`src/rtl/seq_divider.sv`:
```
// Multi-cycle restoring (shift-subtract) divider for RISC-V DIV/DIVU/REM/REMU with a start/busy/done handshake.
// Optional macro SEQ_DIVIDER_FASTPATH_EN: divide-by-zero and signed overflow finish one cycle after start.
module seq_divider #(
    parameter int WIDTH = 32
) (
    input  logic             clk,
    input  logic             rst,
    input  logic             start,
    input  logic             is_signed,
    input  logic [WIDTH-1:0] dividend,
    input  logic [WIDTH-1:0] divisor,
    output logic             busy,
    output logic             done,
    output logic [WIDTH-1:0] quotient,
    output logic [WIDTH-1:0] remainder
);

    localparam int CNT_W = $clog2(WIDTH + 1);
    localparam logic [WIDTH-1:0] MOST_NEG = {1'b1, {(WIDTH-1){1'b0}}};
`ifdef SEQ_DIVIDER_FASTPATH_EN
    localparam bit FAST = 1'b1;
`else
    localparam bit FAST = 1'b0;
`endif

    typedef enum logic [1:0] {
        IDLE = 2'd0,
        CALC = 2'd1,
        DONE = 2'd2
    } state_t;

    function automatic logic [WIDTH-1:0] negate(input logic [WIDTH-1:0] v);
        return ~v + WIDTH'(1);
    endfunction

    function automatic logic [WIDTH-1:0] magnitude(input logic [WIDTH-1:0] v, input logic sgn);
        return (sgn && v[WIDTH-1]) ? negate(v) : v;
    endfunction

    function automatic logic [WIDTH-1:0] apply_sign(input logic [WIDTH-1:0] v, input logic neg);
        return neg ? negate(v) : v;
    endfunction

    state_t           state;
    logic [CNT_W-1:0] count;
    logic [WIDTH:0]   part_rem;
    logic [WIDTH-1:0] quo_shift;
    logic [WIDTH-1:0] dvs_mag;
    logic             quo_neg;
    logic             rem_neg;
    logic             div_zero;
    logic             ovf;

    logic [WIDTH-1:0] dvd_mag_in;
    logic [WIDTH-1:0] dvs_mag_in;
    logic             zero_in;
    logic             ovf_in;
    logic [WIDTH+1:0] shifted;
    logic [WIDTH+1:0] trial;
    logic [WIDTH-1:0] q_final;
    logic [WIDTH-1:0] r_final;

    always_comb begin
        dvd_mag_in = magnitude(dividend, is_signed);
        dvs_mag_in = magnitude(divisor, is_signed);
        zero_in    = (divisor == '0);
        ovf_in     = is_signed && (dividend == MOST_NEG) && (divisor == '1);

        // Partial remainder stays below the divisor, so the top bit of the trial is a clean borrow flag.
        shifted = {part_rem, quo_shift[WIDTH-1]};
        trial   = shifted - {2'b00, dvs_mag};

        q_final = apply_sign(quo_shift, quo_neg);
        r_final = apply_sign(part_rem[WIDTH-1:0], rem_neg);
        if (div_zero) begin
            q_final = '1;
        end else if (ovf) begin
            q_final = MOST_NEG;
            r_final = '0;
        end
    end

    always_ff @(posedge clk or posedge rst) begin
        if (rst) begin
            state     <= IDLE;
            busy      <= 1'b0;
            done      <= 1'b0;
            quotient  <= '0;
            remainder <= '0;
            count     <= '0;
            part_rem  <= '0;
            quo_shift <= '0;
            dvs_mag   <= '0;
            quo_neg   <= 1'b0;
            rem_neg   <= 1'b0;
            div_zero  <= 1'b0;
            ovf       <= 1'b0;
        end else begin
            done <= 1'b0;
            case (state)
                IDLE, DONE: begin
                    busy  <= 1'b0;
                    state <= IDLE;
                    if (start) begin
                        if (FAST && (zero_in || ovf_in)) begin
                            state     <= DONE;
                            done      <= 1'b1;
                            quotient  <= zero_in ? '1 : MOST_NEG;
                            remainder <= zero_in ? dividend : '0;
                        end else begin
                            state     <= CALC;
                            busy      <= 1'b1;
                            count     <= '0;
                            part_rem  <= '0;
                            quo_shift <= dvd_mag_in;
                            dvs_mag   <= dvs_mag_in;
                            quo_neg   <= is_signed & (dividend[WIDTH-1] ^ divisor[WIDTH-1]);
                            rem_neg   <= is_signed & dividend[WIDTH-1];
                            div_zero  <= zero_in;
                            ovf       <= ovf_in;
                        end
                    end
                end
                CALC: begin
                    if (count == CNT_W'(WIDTH)) begin
                        state     <= DONE;
                        busy      <= 1'b0;
                        done      <= 1'b1;
                        quotient  <= q_final;
                        remainder <= r_final;
                    end else begin
                        count <= count + CNT_W'(1);
                        if (!trial[WIDTH+1]) begin
                            part_rem  <= trial[WIDTH:0];
                            quo_shift <= {quo_shift[WIDTH-2:0], 1'b1};
                        end else begin
                            part_rem  <= shifted[WIDTH:0];
                            quo_shift <= {quo_shift[WIDTH-2:0], 1'b0};
                        end
                    end
                end
                default: begin
                    state <= IDLE;
                    busy  <= 1'b0;
                end
            endcase
        end
    end

endmodule

```
`config.mk`:
```
export PLATFORM = sky130hd
export DESIGN_NAME = seq_divider
export DESIGN_NICKNAME = d
export VERILOG_FILES = /design/src/rtl/seq_divider.sv
export SDC_FILE = /design/constraint.sdc
export NUM_CORES = 1
export LEC_CHECK = 0
export CORE_ASPECT_RATIO = 0.6
export CORE_MARGIN = 2
export CORE_UTILIZATION = 60
export CTS_CLUSTER_SIZE = 16
export DETAILED_ROUTE_END_ITERATION = 10
export GPL_TIMING_DRIVEN = 0
export PLACE_DENSITY_LB_ADDON = 0.05
export RECOVER_POWER = 25
export SYNTH_ARGS = -nofsm -noshare
export SYNTH_HDL_FRONTEND = slang
export SYNTH_SLANG_ARGS = --single-unit
```
`constraint.sdc`:
```
create_clock -name clk -period 13 [get_ports clk]
set_input_delay 2.6 -clock clk [delete_from_list [all_inputs] [get_ports clk]]
set_output_delay 2.6 -clock clk [all_outputs]
set_load 0.005 [all_outputs]
```
==> metrics.txt <==
initial antenna violation count 0; Final Non-Filler Cells 1762; CTS clock-pin slew for the worst setup and hold paths 0.08 ns; CP Depth 8; setup TNS 0 ns; met2 WL post-DR 13.4 mm; post-synthesis register bit count about 170; chip width 183 um; status complete, but fails checks; Simple-Gate Fraction of Synth Area 18.2%; Vias/cell 6.38; global-route usage over all layers 36.2%; Yosys warnings 0; Syn Std Cell Area 0.0115 mm2; Syn-to-layout area delta 19.2%; drt drc 0; Worst Slack Setup Final 7.52 ns; total core area about 0.019 mm2; number of diodes 0; largest stage delay on the critical path 0.56 ns; Hold WS 0.475 ns; I/O Pins 134; failing checks capacitance limit, slew limit; WL/cell 20.6 um; Die Area 0.0204 mm2; vias in the first global route approximately 10000; placed insts 1731; Num CTS Buffers 17; routed via count 11200; post-synthesis adder-cell area fraction 4.41%; number of synthesized flops with an enable pin 0; Initial Util 60.9%; Critical Path Fanout Max 5; top cell type's share of synthesized area between 30% and 40%; H-Tree Depth 4; Post-CTS Setup Bufs 0; critical path, cell by cell clkdlybuf4s50_1 > or4_1 > or4_1 > nor3_1 > nand2_1 > nor4_1 > a21boi_0 > o221ai_1; CP Launch Point dividend[6]; Worst path top cell family by delay simple AND/OR/NAND/NOR gates; routed length on met1 between 15 and 20 mm; Worst setup endpoint quo_shift[31]$_DFFE_PP0P_; Yosys top cell by area dfrtp_1; drt first pass iters 6; crit path time final about 5.5 ns; GRT Residual Overflow 0; crit end category flop; Max Fclk 0.183 GHz; Vert. Die Dim 111 um; share of cells above drive strength 1 3.43%; r2r endpoint part_rem[30]$_DFFE_PP0P_; DRT antenna net count 0; top_reg_cell synth dfrtp_1; hold buffers post-CTS 0; most used cell, CP or4_1; mux cell area share after synthesis 0.174%; unrepaired setup endpoints after global routing no; final WL about 36 mm; Max VDD drop around 120 uV; Synth Area per Inst 8.53 um2; largest net degree at the start of global routing 90; Synth Net Count 1459; Static Leakage around 5.7 nW; max-cap viol count 1; CTS sink cnt about 170; Slew Limit Fails 86; period utilization a little over two fifths; uppermost layer routed met4; commonest cells after routing, fill and taps aside 179 x nand2_1, 174 x dfrtp_1, 162 x o21ai_0, 132 x clkdlybuf4s50_1, 99 x xor2_1; critical path's slowest cell or4_1; R2R setup slack 8.67 ns; # nets final 1612; CP Launch Type input port; Buf+Inv Stages, Crit Path 1; WP data required 13.34 ns; Pwr Total 3.99 mW; hold wc startpoint quotient[14]$_DFFE_PP0P_; Final Wtd Congestion 0.968; clock skew 0.0157 ns; CP arrival 5.82 ns; CTS tree done; synth top area cells dfrtp_1 38%, xor2_1 7.5%, o21ai_0 7.0%, nand2_1 5.8%, ha_1 4.2%; dpl hpwl 28.3 mm; Max Buffers Root-to-Sink 2; post-place setup slack 7.20 ns; row count 39; final setup vio count 0; Hold Vio Cnt, Final 0; Clock Latency Late Sink 0.44 ns; Synth async-reset ratio 100%; Syn Inst Count roughly 1400; worst reg2reg path depth 10; Distinct cells, synth 67; post_cts resized 0; Worst-Margin Slew 3.78 ns; critical path type input port to flop; Min-Delay Path Class flop to flop; RR Startpoint part_rem[25]$_DFFE_PP0P_; CTS Root Cell clkbuf_16; Synth Area in Compound Gates 24.3%; Power Density 291 mW/mm2; first-pass GRT wire length 57.1 mm; DRT iter0 DRCs 1210; post-synthesis sequential area ratio 37.8%; largest family of logic cells by synthesized area compound AO/OA/AOI/OAI gates; most common cell after layout, fill and taps aside nand2_1; PortBufs between 100 and 150; Slew headroom -153%; XOR/XNOR Fraction of Synth Area between 10% and 20%; DR WL met3 5.49 mm
Yosys cell counts, drive strengths merged (3+ instances only):
cell and count:
nand4 28, and2 6, clkbuf 65, nor2 66
o41ai 12, xnor2 42, or2 5, nand3b 4
nand2b 6, o31ai 33, o22a 16, nor2b 8
a21o 18, o211ai 30, nor4 17, nand2 179
a31oi 11, and3 10, nor3 27, a211oi 3
a221o 7, o221ai 6, a21oi 61, buf 6
a311oi 3, a21boi 5, or3 23, o21a 9
or4b 3, inv 63, xor2 99, or4 13
nand3 27, o311ai 8, a22oi 29, ha 39
o21ai 165, dfrtp 174
cell type report:
class                   count  area (um2)
plain buffers              71         268
well taps                 246         308
clock buffers              17         425
multi-input cells        1043        6640
flip-flops and latches    174        4350
fillers                  1474        5200
repair buffers            134        1360
clock inverters            14         149
inverters                  63         238
how the worst min path moves through the flow:
stage	to	slack [ns]	cells past startpoint
final	quotient[14]$_DFFE_PP0P_	0.48	2
after global routing	remainder[25]$_DFFE_PP0P_	0.51	2
after CTS	quotient[14]$_DFFE_PP0P_	0.48	2
after detailed placement	quotient[14]$_DFFE_PP0P_	0.46	2
after global placement	quotient[6]$_DFFE_PP0P_	0.46	2
after floorplan	dvs_mag[10]$_DFFE_PP0P_	0.45	2
through the flow:
step                util [%]  cell area [um2]
global placement        69.5            13200
floorplan                  -            11500
detailed placement      69.7            13200
CTS                     72.7            13800
finish                  72.5            13700
global route            72.5            13700
routing by layer:
metal  vias up  GRT usage (%)
li1       5219              -
met1      5267           57.5
met2       723           45.8
met3        40           14.6
met4         0           6.56
met5         -              0
state kept, by name, indices dropped and copies added, names as in the netlist:
name and cells:
quotient 32, count 6, rem_neg 1, quo_shift 32, quo_neg 1, remainder 32
busy 1, ovf 1, dvs_mag 32, part_rem 33, state 1, done 1
div_zero 1
logic make-up after synthesis:
logic type / Yosys count
XOR/XNOR: 141
flip-flops: 174
AO/OA/AOI/OAI: 433
multiplexers: 2
AND/OR/NAND/NOR: 427
buffers and inverters: 134
adder cells (fa/ha/maj): 40
worst reg2reg max path, cell delays in order, from the launching register on:
cell and delay (ns):
dfrtp_1 0.53, ha_1 0.45, a21o_1 0.24, a21oi_1 0.35
o211ai_1 0.17, a311oi_1 0.53, o31ai_1 0.24, o21ai_0 0.32
clkbuf_1 0.48, nand3_1 0.49, o211ai_1 0.40
power by group:
part / internal [mW] / switching (mW) / total [mW]
clock network: 0.256 / 0.248 / 0.504
logic: 0.971 / 1.39 / 2.36
registers: 0.791 / 0.341 / 1.13
total: 2.02 / 1.97 / 3.99
Power figures use the tool's default switching activity.
